File: config.mk
export PLATFORM = sky130hd
export DESIGN_NAME = csr_issue_buffer_flat
export DESIGN_NICKNAME = d
export VERILOG_FILES = /design/src/rtl/csr_issue_buffer_pkg.sv /design/src/rtl/csr_issue_buffer_if.sv /design/src/rtl/csr_issue_buffer_fifo.sv /design/src/rtl/csr_issue_buffer.sv /design/src/flat_wrapper.sv
export SDC_FILE = /design/constraint.sdc
export NUM_CORES = 1
export LEC_CHECK = 0
export ABC_AREA = 1
export CAP_MARGIN = 20
export CORE_UTILIZATION = 45
export DETAILED_ROUTE_END_ITERATION = 12
export MAX_ROUTING_LAYER = met4
export PLACE_DENSITY = 0.77
export SLEW_MARGIN = 20
export SYNTH_ARGS = -nofsm -noshare
export SYNTH_HDL_FRONTEND = slang
export SYNTH_HIERARCHICAL = 1
export SYNTH_SLANG_ARGS = --single-unit
export TNS_END_PERCENT = 30
File: constraint.sdc
create_clock -name clk -period 7.7 [get_ports clk]
set_clock_uncertainty 0.2 [all_clocks]
set_input_delay 1.925 -clock clk [delete_from_list [all_inputs] [get_ports clk]]
set_output_delay 1.925 -clock clk [all_outputs]
set_load 0.01 [all_outputs]
File: src/rtl/csr_issue_buffer_pkg.sv
// Shared core definitions for the CSR issue stage.
//   - datapath widths used on the RCU -> csr path
//   - csr_issue_entry_t : one buffered CSR instruction
//   - csr_issue_state_e : issue FSM state encoding
package csr_issue_buffer_pkg;

    localparam int ROB_INDEX_WIDTH    = 6;
    localparam int PHY_REG_ADDR_WIDTH = 6;
    localparam int XLEN               = 64;
    localparam int CSR_ADDR_LEN       = 12;
    localparam int IMM_LEN            = 5;

    typedef struct packed {
        logic [ROB_INDEX_WIDTH-1:0]    rob_index;
        logic [PHY_REG_ADDR_WIDTH-1:0] prd_addr;
        logic [2:0]                    func3;
        logic [XLEN-1:0]               rs1;
        logic [IMM_LEN-1:0]            imm;
        logic [CSR_ADDR_LEN-1:0]       csr_addr;
        logic                          do_read;
        logic                          do_write;
    } csr_issue_entry_t;

    typedef enum logic [2:0] {
        ST_IDLE,
        ST_WAIT_HEAD,
        ST_ISSUE,
        ST_WAIT_RESP,
        ST_DRAIN
    } csr_issue_state_e;

endpackage

File: src/rtl/csr_issue_buffer_if.sv
// Handshake/payload bundle between RCU, the CSR issue buffer and the csr unit.
//   slave  : the issue buffer (consumes *_i, drives *_o)
//   master : the surrounding pipeline (drives *_i, observes *_o)
interface csr_issue_buffer_if;
    import csr_issue_buffer_pkg::*;

    logic                          rcu_csr_issue_valid_i;
    logic                          csr_issue_rcu_ready_o;
    logic [ROB_INDEX_WIDTH-1:0]    rob_index_i;
    logic [PHY_REG_ADDR_WIDTH-1:0] prd_addr_i;
    logic [2:0]                    func3_i;
    logic [XLEN-1:0]               prs1_data_i;
    logic [IMM_LEN-1:0]            imm_i;
    logic [CSR_ADDR_LEN-1:0]       csr_addr_i;
    logic                          csr_do_read_i;
    logic                          csr_do_write_i;
    logic [ROB_INDEX_WIDTH-1:0]    rob_head_index_i;
    logic                          flush_i;
    logic                          rcu_csr_req_valid_o;
    logic [ROB_INDEX_WIDTH-1:0]    rob_index_o;
    logic [PHY_REG_ADDR_WIDTH-1:0] prd_addr_o;
    logic [2:0]                    func3_o;
    logic [XLEN-1:0]               prs1_data_o;
    logic [IMM_LEN-1:0]            imm_o;
    logic [CSR_ADDR_LEN-1:0]       csr_addr_o;
    logic                          csr_do_read_o;
    logic                          csr_do_write_o;
    logic                          csr_rcu_resp_valid_i;
    logic                          resp_drop_o;
    logic                          csr_busy_o;
    logic                          csr_timeout_o;

    modport slave (
        input  rcu_csr_issue_valid_i, rob_index_i, prd_addr_i, func3_i, prs1_data_i,
               imm_i, csr_addr_i, csr_do_read_i, csr_do_write_i, rob_head_index_i,
               flush_i, csr_rcu_resp_valid_i,
        output csr_issue_rcu_ready_o, rcu_csr_req_valid_o, rob_index_o, prd_addr_o,
               func3_o, prs1_data_o, imm_o, csr_addr_o, csr_do_read_o, csr_do_write_o,
               resp_drop_o, csr_busy_o, csr_timeout_o
    );

    modport master (
        output rcu_csr_issue_valid_i, rob_index_i, prd_addr_i, func3_i, prs1_data_i,
               imm_i, csr_addr_i, csr_do_read_i, csr_do_write_i, rob_head_index_i,
               flush_i, csr_rcu_resp_valid_i,
        input  csr_issue_rcu_ready_o, rcu_csr_req_valid_o, rob_index_o, prd_addr_o,
               func3_o, prs1_data_o, imm_o, csr_addr_o, csr_do_read_o, csr_do_write_o,
               resp_drop_o, csr_busy_o, csr_timeout_o
    );

endinterface

File: src/rtl/csr_issue_buffer_fifo.sv
// csr_issue_fifo: in-order synchronous FIFO of csr_issue_entry_t.
// Ports:
//   clk, rst          clock, synchronous active-high reset
//   push, push_data   write one entry (ignored when full without pop, or on flush)
//   pop               retire the head entry (ignored when empty)
//   flush             discard all entries
//   head_data         current head entry, all-zero when empty
//   full, empty       occupancy flags
//   count             number of stored entries
module csr_issue_fifo
    import csr_issue_buffer_pkg::*;
#(
    parameter int DEPTH = 2
) (
    input  logic                   clk,
    input  logic                   rst,
    input  logic                   push,
    input  csr_issue_entry_t       push_data,
    input  logic                   pop,
    input  logic                   flush,
    output csr_issue_entry_t       head_data,
    output logic                   full,
    output logic                   empty,
    output logic [$clog2(DEPTH):0] count
);

    localparam int AW = $clog2(DEPTH);
    localparam logic [AW:0] PTR_ONE = 1;

    csr_issue_entry_t mem [DEPTH];
    logic [AW:0]      wr_ptr;
    logic [AW:0]      rd_ptr;
    logic             do_push;
    logic             do_pop;

    // Extra pointer MSB separates full (MSBs differ) from empty (MSBs equal).
    assign empty = (wr_ptr == rd_ptr);
    assign full  = (wr_ptr[AW] != rd_ptr[AW]) && (wr_ptr[AW-1:0] == rd_ptr[AW-1:0]);
    assign count = wr_ptr - rd_ptr;

    assign do_pop  = pop && !empty && !flush;
    assign do_push = push && (!full || do_pop) && !flush;

    always_ff @(posedge clk) begin
        if (rst || flush) begin
            wr_ptr <= '0;
            rd_ptr <= '0;
        end else begin
            if (do_push) wr_ptr <= wr_ptr + PTR_ONE;
            if (do_pop)  rd_ptr <= rd_ptr + PTR_ONE;
        end
    end

    always_ff @(posedge clk) begin
        if (do_push) mem[wr_ptr[AW-1:0]] <= push_data;
    end

    assign head_data = empty ? '0 : mem[rd_ptr[AW-1:0]];

endmodule

File: src/rtl/csr_issue_buffer.sv
// csr_issue_buffer: serialising issue stage in front of the csr unit.
// Buffers CSR ops from RCU in order, issues the head as a one-cycle request once
// its ROB index reaches the ROB head, and keeps a single request outstanding.
// Ports:
//   clk, rst   clock, synchronous active-high reset
//   bus        csr_issue_buffer_if.slave (RCU enqueue, csr request/response,
//              flush, drop/busy/timeout status)
// Optional build macro: CSR_ISSUE_TIMEOUT_EN adds a WAIT_RESP watchdog that
// gives up after TIMEOUT_CYCLES, pulses csr_timeout_o and discards the head.
//
// state        | meaning
// -------------+-----------------------------------------------------------
// ST_IDLE      | nothing issuable yet; leaves as soon as the FIFO has an entry
// ST_WAIT_HEAD | head entry waits for its ROB index to become the ROB head
// ST_ISSUE     | one-cycle request to csr for the head entry
// ST_WAIT_RESP | request outstanding; head popped on response
// ST_DRAIN     | flushed while outstanding; the late response is dropped
module csr_issue_buffer
    import csr_issue_buffer_pkg::*;
#(
    parameter int DEPTH          = 2,
    parameter int TIMEOUT_CYCLES = 64
) (
    input  logic               clk,
    input  logic               rst,
    csr_issue_buffer_if.slave  bus
);

    localparam int AW = $clog2(DEPTH);
    localparam logic [AW:0] CNT_ONE = 1;

    if (DEPTH < 2 || (DEPTH & (DEPTH - 1)) != 0) begin : g_depth_chk
        $error("csr_issue_buffer: DEPTH must be a power of two >= 2");
    end
    if (TIMEOUT_CYCLES < 1) begin : g_timeout_chk
        $error("csr_issue_buffer: TIMEOUT_CYCLES must be >= 1");
    end

    csr_issue_state_e state_q, state_d;
    csr_issue_entry_t push_entry;
    csr_issue_entry_t head;
    logic             fifo_full;
    logic             fifo_empty;
    logic [AW:0]      fifo_count;
    logic             ready;
    logic             push;
    logic             pop;
    logic             resp_pop;
    logic             timeout_pop;
    logic             req_valid;
    logic             resp_drop;

    always_comb begin
        push_entry          = '0;
        push_entry.rob_index = bus.rob_index_i;
        push_entry.prd_addr  = bus.prd_addr_i;
        push_entry.func3     = bus.func3_i;
        push_entry.rs1       = bus.prs1_data_i;
        push_entry.imm       = bus.imm_i;
        push_entry.csr_addr  = bus.csr_addr_i;
        push_entry.do_read   = bus.csr_do_read_i;
        push_entry.do_write  = bus.csr_do_write_i;
    end

    // Popping only happens in WAIT_RESP, so a full FIFO accepts a new entry
    // only in the cycle the outstanding op completes (or times out).
    assign resp_pop = (state_q == ST_WAIT_RESP) && bus.csr_rcu_resp_valid_i && !bus.flush_i;
    assign pop      = resp_pop || timeout_pop;
    assign ready    = !rst && (state_q != ST_DRAIN) && (!fifo_full || pop);
    assign push     = bus.rcu_csr_issue_valid_i && ready && !bus.flush_i;

    csr_issue_fifo #(.DEPTH(DEPTH)) u_fifo (
        .clk       (clk),
        .rst       (rst),
        .push      (push),
        .push_data (push_entry),
        .pop       (pop),
        .flush     (bus.flush_i),
        .head_data (head),
        .full      (fifo_full),
        .empty     (fifo_empty),
        .count     (fifo_count)
    );

    always_ff @(posedge clk) begin
        if (rst) state_q <= ST_IDLE;
        else     state_q <= state_d;
    end

    always_comb begin
        state_d   = state_q;
        req_valid = 1'b0;
        resp_drop = 1'b0;
        case (state_q)
            ST_IDLE: begin
                if (!bus.flush_i && !fifo_empty) state_d = ST_WAIT_HEAD;
            end
            ST_WAIT_HEAD: begin
                if (bus.flush_i)                              state_d = ST_IDLE;
                else if (head.rob_index == bus.rob_head_index_i) state_d = ST_ISSUE;
            end
            ST_ISSUE: begin
                if (bus.flush_i) begin
                    state_d = ST_IDLE;
                end else begin
                    req_valid = 1'b1;
                    state_d   = ST_WAIT_RESP;
                end
            end
            ST_WAIT_RESP: begin
                if (bus.flush_i) begin
                    // A response landing with the flush already belongs to the
                    // flushed op; drop it now rather than waiting in DRAIN for
                    // one that never comes.
                    if (bus.csr_rcu_resp_valid_i) begin
                        resp_drop = 1'b1;
                        state_d   = ST_IDLE;
                    end else begin
                        state_d = ST_DRAIN;
                    end
                end else if (resp_pop) begin
                    state_d = (fifo_count > CNT_ONE || push) ? ST_WAIT_HEAD : ST_IDLE;
                end else if (timeout_pop) begin
                    state_d = ST_IDLE;
                end
            end
            ST_DRAIN: begin
                if (bus.csr_rcu_resp_valid_i) begin
                    resp_drop = 1'b1;
                    state_d   = ST_IDLE;
                end
            end
            default: state_d = ST_IDLE;
        endcase
    end

`ifdef CSR_ISSUE_TIMEOUT_EN
    localparam int TW = $clog2(TIMEOUT_CYCLES + 1);
    localparam logic [TW-1:0] TMR_LOAD = TW'(TIMEOUT_CYCLES);
    localparam logic [TW-1:0] TMR_ONE  = 1;

    logic [TW-1:0] tmr_q;

    // Down-counter loaded on entry; terminal count in WAIT_RESP means
    // TIMEOUT_CYCLES full cycles passed without a response.
    always_ff @(posedge clk) begin
        if (rst)                          tmr_q <= '0;
        else if (state_d != ST_WAIT_RESP) tmr_q <= '0;
        else if (state_q != ST_WAIT_RESP) tmr_q <= TMR_LOAD;
        else if (tmr_q != '0)             tmr_q <= tmr_q - TMR_ONE;
    end

    assign timeout_pop = (state_q == ST_WAIT_RESP) && !bus.csr_rcu_resp_valid_i &&
                         !bus.flush_i && (tmr_q == '0);
    assign bus.csr_timeout_o = timeout_pop;
`else
    assign timeout_pop       = 1'b0;
    assign bus.csr_timeout_o = 1'b0;
`endif

    assign bus.csr_issue_rcu_ready_o = ready;
    assign bus.rcu_csr_req_valid_o   = req_valid;
    assign bus.resp_drop_o           = resp_drop;
    assign bus.csr_busy_o            = (state_q != ST_IDLE) || !fifo_empty;
    assign bus.rob_index_o           = head.rob_index;
    assign bus.prd_addr_o            = head.prd_addr;
    assign bus.func3_o               = head.func3;
    assign bus.prs1_data_o           = head.rs1;
    assign bus.imm_o                 = head.imm;
    assign bus.csr_addr_o            = head.csr_addr;
    assign bus.csr_do_read_o         = head.do_read;
    assign bus.csr_do_write_o        = head.do_write;

endmodule

File: src/flat_wrapper.sv
// flat-port wrapper written by rule: the top's interface ports become plain ports
module csr_issue_buffer_flat import csr_issue_buffer_pkg::*;
#(
    parameter int DEPTH          = 2,
    parameter int TIMEOUT_CYCLES = 64
)
  (clk, rst, bus_rcu_csr_issue_valid_i, bus_rob_index_i, bus_prd_addr_i, bus_func3_i, bus_prs1_data_i, bus_imm_i, bus_csr_addr_i, bus_csr_do_read_i, bus_csr_do_write_i, bus_rob_head_index_i, bus_flush_i, bus_csr_rcu_resp_valid_i, bus_csr_issue_rcu_ready_o, bus_rcu_csr_req_valid_o, bus_rob_index_o, bus_prd_addr_o, bus_func3_o, bus_prs1_data_o, bus_imm_o, bus_csr_addr_o, bus_csr_do_read_o, bus_csr_do_write_o, bus_resp_drop_o, bus_csr_busy_o, bus_csr_timeout_o);
  csr_issue_buffer_if bus_i ();
  input  logic clk;
  input  logic rst;
  input wire logic [$bits(bus_i.rcu_csr_issue_valid_i)-1:0] bus_rcu_csr_issue_valid_i;
  input wire logic [$bits(bus_i.rob_index_i)-1:0] bus_rob_index_i;
  input wire logic [$bits(bus_i.prd_addr_i)-1:0] bus_prd_addr_i;
  input wire logic [$bits(bus_i.func3_i)-1:0] bus_func3_i;
  input wire logic [$bits(bus_i.prs1_data_i)-1:0] bus_prs1_data_i;
  input wire logic [$bits(bus_i.imm_i)-1:0] bus_imm_i;
  input wire logic [$bits(bus_i.csr_addr_i)-1:0] bus_csr_addr_i;
  input wire logic [$bits(bus_i.csr_do_read_i)-1:0] bus_csr_do_read_i;
  input wire logic [$bits(bus_i.csr_do_write_i)-1:0] bus_csr_do_write_i;
  input wire logic [$bits(bus_i.rob_head_index_i)-1:0] bus_rob_head_index_i;
  input wire logic [$bits(bus_i.flush_i)-1:0] bus_flush_i;
  input wire logic [$bits(bus_i.csr_rcu_resp_valid_i)-1:0] bus_csr_rcu_resp_valid_i;
  output wire logic [$bits(bus_i.csr_issue_rcu_ready_o)-1:0] bus_csr_issue_rcu_ready_o;
  output wire logic [$bits(bus_i.rcu_csr_req_valid_o)-1:0] bus_rcu_csr_req_valid_o;
  output wire logic [$bits(bus_i.rob_index_o)-1:0] bus_rob_index_o;
  output wire logic [$bits(bus_i.prd_addr_o)-1:0] bus_prd_addr_o;
  output wire logic [$bits(bus_i.func3_o)-1:0] bus_func3_o;
  output wire logic [$bits(bus_i.prs1_data_o)-1:0] bus_prs1_data_o;
  output wire logic [$bits(bus_i.imm_o)-1:0] bus_imm_o;
  output wire logic [$bits(bus_i.csr_addr_o)-1:0] bus_csr_addr_o;
  output wire logic [$bits(bus_i.csr_do_read_o)-1:0] bus_csr_do_read_o;
  output wire logic [$bits(bus_i.csr_do_write_o)-1:0] bus_csr_do_write_o;
  output wire logic [$bits(bus_i.resp_drop_o)-1:0] bus_resp_drop_o;
  output wire logic [$bits(bus_i.csr_busy_o)-1:0] bus_csr_busy_o;
  output wire logic [$bits(bus_i.csr_timeout_o)-1:0] bus_csr_timeout_o;
  assign bus_i.rcu_csr_issue_valid_i = bus_rcu_csr_issue_valid_i;
  assign bus_i.rob_index_i = bus_rob_index_i;
  assign bus_i.prd_addr_i = bus_prd_addr_i;
  assign bus_i.func3_i = bus_func3_i;
  assign bus_i.prs1_data_i = bus_prs1_data_i;
  assign bus_i.imm_i = bus_imm_i;
  assign bus_i.csr_addr_i = bus_csr_addr_i;
  assign bus_i.csr_do_read_i = bus_csr_do_read_i;
  assign bus_i.csr_do_write_i = bus_csr_do_write_i;
  assign bus_i.rob_head_index_i = bus_rob_head_index_i;
  assign bus_i.flush_i = bus_flush_i;
  assign bus_i.csr_rcu_resp_valid_i = bus_csr_rcu_resp_valid_i;
  assign bus_csr_issue_rcu_ready_o = bus_i.csr_issue_rcu_ready_o;
  assign bus_rcu_csr_req_valid_o = bus_i.rcu_csr_req_valid_o;
  assign bus_rob_index_o = bus_i.rob_index_o;
  assign bus_prd_addr_o = bus_i.prd_addr_o;
  assign bus_func3_o = bus_i.func3_o;
  assign bus_prs1_data_o = bus_i.prs1_data_o;
  assign bus_imm_o = bus_i.imm_o;
  assign bus_csr_addr_o = bus_i.csr_addr_o;
  assign bus_csr_do_read_o = bus_i.csr_do_read_o;
  assign bus_csr_do_write_o = bus_i.csr_do_write_o;
  assign bus_resp_drop_o = bus_i.resp_drop_o;
  assign bus_csr_busy_o = bus_i.csr_busy_o;
  assign bus_csr_timeout_o = bus_i.csr_timeout_o;
  csr_issue_buffer #(.DEPTH(DEPTH), .TIMEOUT_CYCLES(TIMEOUT_CYCLES)) u_core (.clk(clk), .rst(rst), .bus(bus_i));
endmodule
After elaboration in Yosys (flattened, before gate mapping)
Memory sizes are Yosys's and may differ from the RTL's. A register that Yosys moved wholly into a read port is not among the register bits.
Cells that the tools add are included.

storage, ports and cells
  register bits = 7
  bits in latches = 0
  RAM bits = 196
  bits in read-only memories = 0
  bits of input ports = 109
  output and inout port bits = 103
  logic and storage cells = 65
  memories = 1

operators by class
  add/sub/neg operators = 3
  $mul = 0
  div/mod/pow operators = 0
  $lt $le $gt $ge = 1
  eq/ne operators = 13
  shift operators = 0
  mux-type cells = 20
  bitwise operators = 0
  reduce and logical (&&, ||, !) cells = 24

memory list
  name               depth  bits a word  read ports  clocked after memory_dff  wr ports  RTL line                     RTL
  u_core.u_fifo.mem  2      98           1           1                         1         csr_issue_buffer_fifo.sv:30  csr_issue_entry_t mem [DEPTH];

operators with widths
  kind                   number
  $mux W98               1
  $mux W3                7
  $pmux W3 S5            1
  $logic_and A1 B1 Y1    12
  $mux W1                9
  $eq A3 B2 Y1 const B   2
  $eq A6 B6 Y1           1
  $ne A3 B2 Y1 const B   2
  $logic_or A1 B1 Y1     5
  $add A2 B1 Y2 const B  2
  $logic_not A1 Y1       4
  $reduce_and A4 Y1      1
  $eq A3 B1 Y1 const B   1
  $eq A3 B3 Y1 const B   1
  $logic_not A3 Y1       1
  $ne A3 B3 Y1 const B   1
  $reduce_bool A3 Y1     1
  $eq A2 B2 Y1           1
  $gt A2 B1 Y1 const B   1
  $mux W2                1
  $ne A2 B1 Y1 const B   1
  $ne A2 B2 Y1 const B   1
  $pmux W1 S2            1
  $sub A2 B2 Y2          1
  other kinds (2)        2

Logic depth before layout (Yosys ltp)
Gate-level depths: netlist of run 1.

  depth in word-level cells = 12
  depth in mapped cells = 18
  gate-level depth less buffers = 17

Modules after synthesis
Netlist of run 1, hierarchy kept.

by module, submodules not included
  module            instances  cells each  area each (µm²)
  csr_issue_fifo    1          557         8310.5
  csr_issue_buffer  1          87          452.9

Worst setup path after synthesis of run 1
OpenSTA, ideal clock, no wires.

  path kind = input-to-reg
  start = input port bus_flush_i
  end = memory u_core/u_fifo/mem[0][0] (netlist name), enable pin
  arrival = 6.826 ns
  required time = 6.945 ns
  setup slack = 0.119 ns
  cell stages on the path = 10
  path buffers = 1
  cells stage by stage = buf_2 -> nor2_2 -> nand3_2 -> nand2_2 -> nand3_2 -> inv_1 -> inv_1 -> nor2_1 -> nand2_1 -> nor2_1

on the way
  longest elaborated chain between the ends = 10

ends and longest elaborated chain
  item                                   RTL line                                        RTL
  start: declaration                     flat_wrapper.sv:21                              input wire logic [$bits(bus_i.flush_i)-1:0] bus_flush_i;
  $logic_not A1 Y1 (*)                   csr_issue_buffer.sv:67, csr_issue_buffer.sv:70
  $logic_and A1 B1 Y1                    csr_issue_buffer.sv:67                          assign resp_pop = (state_q == ST_WAIT_RESP) && bus.csr_rcu_resp_valid_i && !bus.flush_i;
  $logic_or A1 B1 Y1                     csr_issue_buffer.sv:69                          assign ready = !rst && (state_q != ST_DRAIN) && (!fifo_full || pop);
  $logic_and A1 B1 Y1                    csr_issue_buffer.sv:69
  $logic_and A1 B1 Y1                    csr_issue_buffer.sv:70                          assign push = bus.rcu_csr_issue_valid_i && ready && !bus.flush_i;
  $logic_and A1 B1 Y1 (*)                csr_issue_buffer.sv:70
  net u_core.push                        csr_issue_buffer.sv:46                          logic push;
  $logic_and A1 B1 Y1 (*) (2 in series)  csr_issue_buffer_fifo.sv:42                     assign do_push = push && (!full || do_pop) && !flush;
  $mux W1 (*)                            csr_issue_buffer_fifo.sv:55                     if (do_push) mem[wr_ptr[AW-1:0]] <= push_data;
  $mux W1 (not written as such) (*)      csr_issue_buffer_fifo.sv:55
  end: declaration                       csr_issue_buffer_fifo.sv:30

The timed path passes the listed nets; every way through them passes the cells marked *.

Final worst setup path of run 1
  start = input port bus_flush_i
  end = output port bus_csr_issue_rcu_ready_o

on the way
  longest elaborated chain between the ends = 4

ends and longest elaborated chain
  item                 RTL line                RTL
  $logic_not A1 Y1     csr_issue_buffer.sv:67
  $logic_and A1 B1 Y1  csr_issue_buffer.sv:67
  $logic_or A1 B1 Y1   csr_issue_buffer.sv:69
  $logic_and A1 B1 Y1  csr_issue_buffer.sv:69
  end: declaration     flat_wrapper.sv:23      output wire logic [$bits(bus_i.csr_issue_rcu_ready_o)-1:0] bus_csr_issue_rcu_ready_o;

No other way between the ends.

==> run summary, run 1 <==
wirelength, routed: 16800 um
HPWL Detailed: 10900 um
VDD IR max: 0.168 mV
Post-synth EDFFs: 196
H-tree depth: 1
Die H: 142 um
# DRC: 0
vias per cell: 4.58
unrepaired setup endpoints after global routing: false
run status: completed
Worst Setup Path Type: in2out
Port Buffers: 210
Post-synth top flop: edfxtp_1
ys async rst share: 0%
setup TNS: 0 ps
initial antenna violation count: 0
core footprint: 0.0189 mm2
Leak Pwr: 4.58 nW
DIE WIDTH: 142 um
CTS tree: yes
number of diodes: 0
Routed Antenna Nets: 0
period utilization: 74.0%
Cell Area, Synth: 0.00876 mm2
final count of hold timing violations: 0
CP Capture Type: output pin
first-pass GRT wire length: 26400 um
area grow syn2layout: 33.6%
Worst EP arrival: 3570 ps
post_cts resized: 0
CP Launch Type: primary input
Critical Path Fanout Max: 11
minimum clock period: 5700 ps
Max Slew Vio Count: 0
Nets: 969
Inst Count DP: 1095
top-area cell type share of the netlist area: 67.2%
Placement Rows: 50
max-cap viol count: 0
FF+latch count, synth: 204
dpl ws: 2000 ps
Post-Layout Cell Count: 1134
clk sinks: 204
Root Buffer: clkbuf_16
gr usage total: 17.4%
Mapped Nets: 754
final worst slack: 2000 ps
CTS clock-pin slew for the worst setup and hold paths: 50 ps
critical path required time: 5580 ps
Initial Utilization: 46.4%
final setup vio count: 0
Tightest Hold Check Type: reg2reg
Max Fclk: 176 MHz
GPL Wtd Cong: 0.812
post-layout util: 62.0%
drt first pass iters: 4
initial drt markers: 143
post-synthesis sequential area ratio: 69.0%
Synth Warn #: 6
leading cell types in the layout, fill and taps excluded: 210 x clkdlybuf4s50_1, 196 x edfxtp_1, 124 x nand2_1
PwrDens: 202 mW/mm2
post-synth cell types: 32
Syn Inst Count: 644
fraction of layout cells with a size suffix above 1: 25.1%
Clock Latency Late Sink: 490 ps
vias in the first global route: 5395
largest cells by area after synthesis: edfxtp_1 67%, mux2_2 10%, nand2_1 5.3%
I/O Pins: 212
TritonCTS buffer count: 22
# hold bufs at CTS: 0
area leader, netlist: edfxtp_1
die area: 0.0200 mm2
Post-Syn Area per Cell: 13.6 um2
commonest non-fill, non-tap cell in the layout: clkdlybuf4s50_1
maximum buffer depth of the clock tree: 3
Vias: 5196
Post CTS Setup Buffer Count: 0
Slew headroom: 42.5%
Avg WL per Cell: 14.9 um
gr ovfl total: 0
pin count of the biggest net entering global routing: 66
Worst Tran Pin Value: 863 ps
Hold Worst Slack: 301 ps
## per-stage QoR
| step | power, W | instance area (um2) |
|---|---|---|
| floorplan | 0.00133 | 8760 |
| global placement | 0.00141 | 11000 |
| detailed placement | 0.00142 | 11000 |
| CTS | 0.00240 | 11700 |
| global route | 0.00245 | 11700 |
| finish | 0.00237 | 11700 |
## power by group
group	total (W)	internal (W)	switching [W]
Combinational	0.000155	0.0000868	0.0000679
Clock	0.000973	0.000579	0.000394
Sequential	0.00124	0.00123	0.00000789
## layer usage
metal	track usage, %	vias to the layer above	wire, um
met5	-	-	0
met4	3.79	0	229
met3	4.08	25	1190
met2	30.5	182	8320
met1	20.2	2432	7110
li1	-	2557	-
## area by class of cell
cell class	instances	area, um2
inverters	130	490
clock buffers	30	602
fillers	1526	7180
repair buffers	215	2140
multi-input cells	286	2030
well taps	260	325
flip-flops and latches	204	6050
clock inverters	9	68.8
## worst max-delay path: stages
cell,delay [ps]
clkdlybuf4s50_1,640
nor2_2,210
nand3_2,100
nand2_2,80
nand2_1,50
inv_1,50
clkdlybuf4s50_1,520
## cell families (layout without fill, tap and decap cells)
group | count (synthesis) | count (layout) | share of synthesized area [%]
adder cells (fa/ha/maj) | 1 | 1 | 0.143
other | 1 | 1 | 0.0428
multiplexers | 98 | 98 | 13.4
AND/OR/NAND/NOR | 172 | 172 | 8.44
XOR/XNOR | 3 | 3 | 0.300
AO/OA/AOI/OAI | 11 | 11 | 0.742
buffers and inverters | 154 | 384 | 7.90
flip-flops | 204 | 204 | 69.0
## synthesized netlist by cell type (3+ instances only)
cell	number
inv_1	68
dfxtp_1	8
inv_2	61
a21oi_1	6
nand2_2	13
mux2_4	20
nand3_1	6
edfxtp_1	196
nor2_1	17
buf_2	10
buf_6	11
mux2_2	78
nor2_2	3
nand2_1	124
## sequential cells by signal, summed over array words and instances, names as in the netlist, named ones only
| signal | count |
|---|---|
| u_core/state_q | 3 |
| u_core/u_fifo/mem | 196 |
| u_core/u_fifo/rd_ptr | 2 |
| u_core/u_fifo/wr_ptr | 2 |
## path summary, 6_finish.rpt
| kind | start | to | slack [ps] | depth (start not counted) |
|---|---|---|---|---|
| worst max-delay path | bus_flush_i | bus_csr_issue_rcu_ready_o | 2000 | 7 |
| worst min-delay path | u_core/u_fifo/rd_ptr[1] | u_core/u_fifo/rd_ptr[1] | 300 | 2 |
| worst max register to register | u_core/u_fifo/wr_ptr[0] | u_core/u_fifo/mem[1][51] | 4260 | 12 |
| worst min register to register | u_core/u_fifo/rd_ptr[1] | u_core/u_fifo/rd_ptr[1] | 300 | 2 |
Power figures use the tool's default switching activity.
==> run 2, diff against run 1 <==
--- a/config.mk
+++ b/config.mk
@@ -7,10 +7,10 @@
 export LEC_CHECK = 0
 export ABC_AREA = 1
 export CAP_MARGIN = 20
-export CORE_UTILIZATION = 45
+export CORE_UTILIZATION = 46
 export DETAILED_ROUTE_END_ITERATION = 12
 export MAX_ROUTING_LAYER = met4
-export PLACE_DENSITY = 0.77
+export PLACE_DENSITY = 0.75
 export SLEW_MARGIN = 20
 export SYNTH_ARGS = -nofsm -noshare
 export SYNTH_HDL_FRONTEND = slang
==> constraint.sdc (replaced) <==
create_clock -name clk -period 5.55 [get_ports clk]
set_clock_uncertainty 0.2 [all_clocks]
set_input_delay 1.3875 -clock clk [delete_from_list [all_inputs] [get_ports clk]]
set_output_delay 1.3875 -clock clk [all_outputs]
set_load 0.01 [all_outputs]
==> run 2 against run 1 <==
  * First-iteration DRC count increased by 51%
  * Clock power is 35% higher
  * Combinational power is 37% higher
  * Flip-flop and latch count unchanged
  * Via count up 0.42%
  * Final area about the same
  * Die area down 2.1%
  * Global-route usage increased by 0.14 points
  * Largest power group unchanged
==> run summary, run 2 (synthesis gave the netlist of run 1 again) <==
run status: completed (unchanged)
sw power: 0.000621 W (was 0.000469 W)
commonest non-fill, non-tap cell in the layout: clkdlybuf4s50_1 (unchanged)
vias per cell: 4.71 (was 4.58)
TritonCTS buffer count: 21 (was 22)
Max Fclk: 216 MHz
critical path required time: 3960 ps (was 5580 ps)
Sw Ratio: 19.2% (was 19.8%)
CTS clock-pin slew for the worst setup and hold paths: 60 ps (was 50 ps)
drt first pass iters: 4 (unchanged)
minimum clock period: 4630 ps
pin count of the biggest net entering global routing: 65 (was 66)
maximum buffer depth of the clock tree: 3 (unchanged)
gr usage total: 17.5% (was 17.4%)
CP Capture Type: output pin (unchanged)
core footprint: 0.0187 mm2 (was 0.0189 mm2)
GPL Wtd Cong: 0.831 (was 0.812)
CTS tree: yes (unchanged)
Multi-input gate area: 0.00203 mm2 (unchanged)
Critical Path Fanout Max: 63 (was 11)
Vias: 5218 (was 5196)
Int Pwr: 0.00262 W (was 0.00190 W)
# DRC: 0 (unchanged)
Nets: 972 (was 969)
Leak Pwr: 4.60 nW (was 4.58 nW)
worst hold start: u_core/u_fifo/rd_ptr[1] (unchanged)
Clock Latency Late Sink: 470 ps (was 490 ps)
Hold Worst Slack: 311 ps (was 301 ps)
unrepaired setup endpoints after global routing: false (unchanged)
R2R Path Start: u_core/u_fifo/wr_ptr[0] (unchanged)
Avg WL per Cell: 14.8 um (was 14.9 um)
DP Area: 0.0111 mm2 (was 0.0110 mm2)
wirelength, routed: 16500 um (was 16800 um)
Worst Setup Path Type: reg2out (was in2out)
vias in the first global route: 5250 (was 5395)
I/O Pins: 212 (unchanged)
first-pass GRT wire length: 26200 um (was 26400 um)
Routed Antenna Nets: 0 (unchanged)
Root Buffer: clkbuf_16 (unchanged)
number of diodes: 0 (unchanged)
Port Buffers: 210 (unchanged)
H-tree depth: 1 (unchanged)
dpl ws: 941 ps (was 2000 ps)
gr ovfl total: 0 (unchanged)
clock network fraction of design power: 40.3% (was 41.1%)
Placement Rows: 50 (unchanged)
max-cap viol count: 0 (unchanged)
cell area after layout: 0.0117 mm2 (about the same)
Max Slew Vio Count: 0 (unchanged)
clk sinks: 204 (unchanged)
die area: 0.0196 mm2 (was 0.0200 mm2)
max reg flops: 196 (unchanged)
HPWL Detailed: 11100 um (was 10900 um)
initial antenna violation count: 0 (unchanged)
setup TNS: 0 ps (unchanged)
Worst EP arrival: 3040 ps (was 3570 ps)
PwrDens: 276 mW/mm2 (was 202 mW/mm2)
Slew headroom: 43.9% (was 42.5%)
# hold bufs at CTS: 0 (unchanged)
VDD IR max: 0.210 mV (was 0.168 mV)
Initial Utilization: 46.8% (was 46.4%)
Logic pwr share: 6.6% (was 6.5%)
sequential share of power: 53.1% (was 52.4%)
Reg area: 0.00605 mm2 (unchanged)
CP Launch Type: register (was primary input)
Tightest Hold Check Type: reg2reg (unchanged)
final setup vio count: 0 (unchanged)
post_cts resized: 0 (unchanged)
Die H: 140 um (was 142 um)
fraction of layout cells with a size suffix above 1: 25.5% (was 25.1%)
final worst slack: 923 ps (was 2000 ps)
post-layout util: 62.6% (was 62.0%)
Worst Tran Pin Value: 841 ps (was 863 ps)
initial drt markers: 216 (was 143)
final count of hold timing violations: 0 (unchanged)
leading cell types in the layout, fill and taps excluded: 210 x clkdlybuf4s50_1, 196 x edfxtp_1, 124 x nand2_1 (unchanged)
period utilization: 83.4%
Fillers: 1458 (was 1526)
Worst setup startpoint: u_core/u_fifo/wr_ptr[0] (was bus_flush_i)
DIE WIDTH: 140 um (was 142 um)
area grow syn2layout: 33.7% (was 33.6%)
Post CTS Setup Buffer Count: 0 (unchanged)
[run 2: cell types whose count changed in the layout (fill, tap and decap cells not counted), sizes merged]
cell,delta
clkbuf,-3
clkinv,-1
bufinv,+1
buf,+4
[run 2: power groups by stage]
stage | sequential, W | clock [W] | combinational [W]
floorplan | 0.00175 | 0 | 0.0000891
global placement | 0.00175 | 0 | 0.000208
detailed placement | 0.00175 | 0 | 0.000213
CTS | 0.00172 | 0.00134 | 0.000214
global route | 0.00172 | 0.00140 | 0.000230
finish | 0.00172 | 0.00131 | 0.000212
[run 2: layer usage]
metal | routed length (um) | global-route usage (%) | share of wire (%)
met3 | 1000 | 3.56 | 6.1
met1 | 6820 | 21.3 | 41
met4 | 362 | 4.45 | 2.2
met2 | 8270 | 29.8 | 50
met5 | 0 | - | 0
[run 2: worst paths after layout]
kind,to,slack (ps),cells after the start
worst min-delay path,u_core/u_fifo/rd_ptr[1],310,2
worst max register to register,u_core/state_q[1],2530,16
worst max-delay path,bus_rob_index_o[4],920,7
worst min register to register,u_core/u_fifo/rd_ptr[1],310,2
[run 2: worst max-delay path: stages, from the launching register on]
cell             delay (ps)
dfxtp_1                 470
inv_1                    90
ha_1                    360
nand2_4                 580
buf_12                  300
nand2_1                  80
inv_1                   110
clkdlybuf4s50_1         550
[run 2: layout make-up]
type / count / share of cell area (%)
Sequential cell: 204 / 51.6
Tap cell: 234 / 2.50
Clock inverter: 9 / 0.790
Inverter: 130 / 4.19
Clock buffer: 27 / 4.68
Multi-Input combinational cell: 286 / 17.4
Timing Repair Buffer: 219 / 18.8
[run 2: per-stage QoR]
step	instances	power (W)
detailed placement	1073	0.00196
global placement	1073	0.00196
floorplan	644	0.00184
finish	1109	0.00324
global route	1109	0.00335
CTS	1109	0.00327
==> run 3, diff against run 2 <==
==> constraint.sdc (replaced) <==
create_clock -name clk -period 4.5 [get_ports clk]
set_clock_uncertainty 0.2 [all_clocks]
set_input_delay 1.125 -clock clk [delete_from_list [all_inputs] [get_ports clk]]
set_output_delay 1.125 -clock clk [all_outputs]
set_load 0.01 [all_outputs]
==> run 3 against run 2 <==
  * Routed wire length rose by 1.2%
  * Core utilization is 0.47 points higher
  * Critical path type unchanged
  * Hold slack improved by 0.82 ps
  * Sequential share of layout area is 0.39 points lower
  * Via count about the same
==> run summary, run 3 (synthesis gave the netlist of run 1 again) <==
run status: completed (unchanged)
Tightest Hold Check Type: reg2reg (unchanged)
Max Fclk: 244 MHz
die area: 0.0196 mm2 (unchanged)
Multi-input gate area: 0.00203 mm2 (unchanged)
Vias: 5217 (was 5218)
Avg WL per Cell: 15.0 um (was 14.8 um)
dpl ws: 439 ps (was 941 ps)
gr usage total: 18.0% (was 17.5%)
Leak Pwr: 4.62 nW (was 4.60 nW)
final worst slack: 399 ps (was 923 ps)
Inst Count DP: 1072 (was 1073)
unrepaired setup endpoints after global routing: false (unchanged)
CP Launch Type: register (unchanged)
maximum buffer depth of the clock tree: 3 (unchanged)
leading cell types in the layout, fill and taps excluded: 210 x clkdlybuf4s50_1, 196 x edfxtp_1, 124 x nand2_1 (unchanged)
Die H: 140 um (unchanged)
Nets: 972 (unchanged)
r2r worst-path depth: 16 (unchanged)
H-tree depth: 1 (unchanged)
Reg area: 0.00605 mm2 (unchanged)
Routed Antenna Nets: 0 (unchanged)
# DRC: 0 (unchanged)
initial drt markers: 272 (was 216)
I/O Pins: 212 (unchanged)
Post-Layout Cell Count: 1107 (was 1109)
Slew headroom: 60.3% (was 43.9%)
Int Pwr: 0.00329 W (was 0.00262 W)
CTS clock-pin slew for the worst setup and hold paths: 60 ps (about the same)
CP Capture Type: output pin (unchanged)
# hold bufs at CTS: 0 (unchanged)
wirelength, routed: 16700 um (was 16500 um)
minimum clock period: 4100 ps
Port Buffers: 210 (unchanged)
clock network fraction of design power: 41.6% (was 40.3%)
pin count of the biggest net entering global routing: 55 (was 65)
Initial Utilization: 46.8% (unchanged)
core footprint: 0.0187 mm2 (unchanged)
Worst Setup Path Type: reg2out (unchanged)
number of diodes: 0 (unchanged)
final count of hold timing violations: 0 (unchanged)
Max Slew Vio Count: 0 (unchanged)
CTS tree: yes (unchanged)
PwrDens: 346 mW/mm2 (was 276 mW/mm2)
Worst EP arrival: 2780 ps (was 3040 ps)
period utilization: 91.1%
fraction of layout cells with a size suffix above 1: 25.2% (was 25.5%)
vias in the first global route: 5456 (was 5250)
Worst Tran Pin Value: 595 ps (was 841 ps)
post_cts resized: 0 (unchanged)
GPL Wtd Cong: 0.865 (was 0.831)
Sw Ratio: 19.3% (was 19.2%)
VDD IR max: 0.309 mV (was 0.210 mV)
vias per cell: 4.71 (about the same)
sw power: 0.000787 W (was 0.000621 W)
commonest non-fill, non-tap cell in the layout: clkdlybuf4s50_1 (unchanged)
max-cap viol count: 0 (unchanged)
final setup vio count: 0 (unchanged)
Fillers: 1435 (was 1458)
Post CTS Setup Buffer Count: 0 (unchanged)
max reg flops: 196 (unchanged)
Clock Latency Late Sink: 490 ps (was 470 ps)
Root Buffer: clkbuf_16 (unchanged)
HPWL Detailed: 11100 um (about the same)
Critical Path Fanout Max: 41 (was 63)
Placement Rows: 50 (unchanged)
Logic pwr share: 6.4% (was 6.6%)
initial antenna violation count: 0 (unchanged)
area grow syn2layout: 34.7% (was 33.7%)
sequential share of power: 52.0% (was 53.1%)
Hold Path Depth: 2 (unchanged)
TritonCTS buffer count: 22 (was 21)
clk sinks: 204 (unchanged)
first-pass GRT wire length: 27000 um (was 26200 um)
DIE WIDTH: 140 um (unchanged)
gr ovfl total: 0 (unchanged)
drt first pass iters: 4 (unchanged)
critical path required time: 3170 ps (was 3960 ps)
==> run 3: area by class of cell <==
type / instances / share of cell area, %
multi-input combinational: 286 / 17.2
timing repair buffer: 218 / 19.2
tap: 234 / 2.48
clock buffer: 29 / 5.07
clock inverter: 6 / 0.647
sequential: 204 / 51.3
inverter: 130 / 4.16
==> run 3: final timing paths <==
kind                           startpoint                      end  slack [ps]
setup / recovery  u_core/u_fifo/wr_ptr[0]       bus_rob_index_o[4]         400
hold / removal    u_core/u_fifo/rd_ptr[1]  u_core/u_fifo/rd_ptr[1]         310
setup reg to reg  u_core/u_fifo/wr_ptr[0]        u_core/state_q[1]        1730
hold reg to reg   u_core/u_fifo/rd_ptr[1]  u_core/u_fifo/rd_ptr[1]         310
==> run 3: critical path, cell delays in order, from the launching register on <==
cell and delay (ps):
dfxtp_1 450, inv_1 80, ha_1 350, nand2_4 360
buf_12 280, nand2_1 70, inv_1 120, clkdlybuf4s50_1 570
==> run 3: through the flow <==
step                hold WS (ps)  power [W]  util [%]  TNS (ps)  area (um2)
floorplan                    272    0.00227         -     -3090        8770
global placement             292    0.00242      59.5         0       11100
detailed placement           301    0.00242      59.5         0       11100
CTS                          310    0.00412      63.1         0       11800
global route                 339    0.00423      63.1         0       11800
finish                       311    0.00408      63.1         0       11800
==> run 3: per-layer routing <==
layer	wire [um]	vias up	track usage, %
li1	-	2567	-
met1	6970	2447	21.7
met2	8290	172	30.6
met3	995	31	3.52
met4	407	0	5.21
met5	0	-	-
==> run 3: power by group through the flow <==
stage,Clock (W),Sequential [W],Combinational (W)
floorplan,0,0.00216,0.000110
global placement,0,0.00216,0.000257
detailed placement,0,0.00216,0.000263
CTS,0.00174,0.00212,0.000265
global route,0.00181,0.00212,0.000290
finish,0.00170,0.00212,0.000263
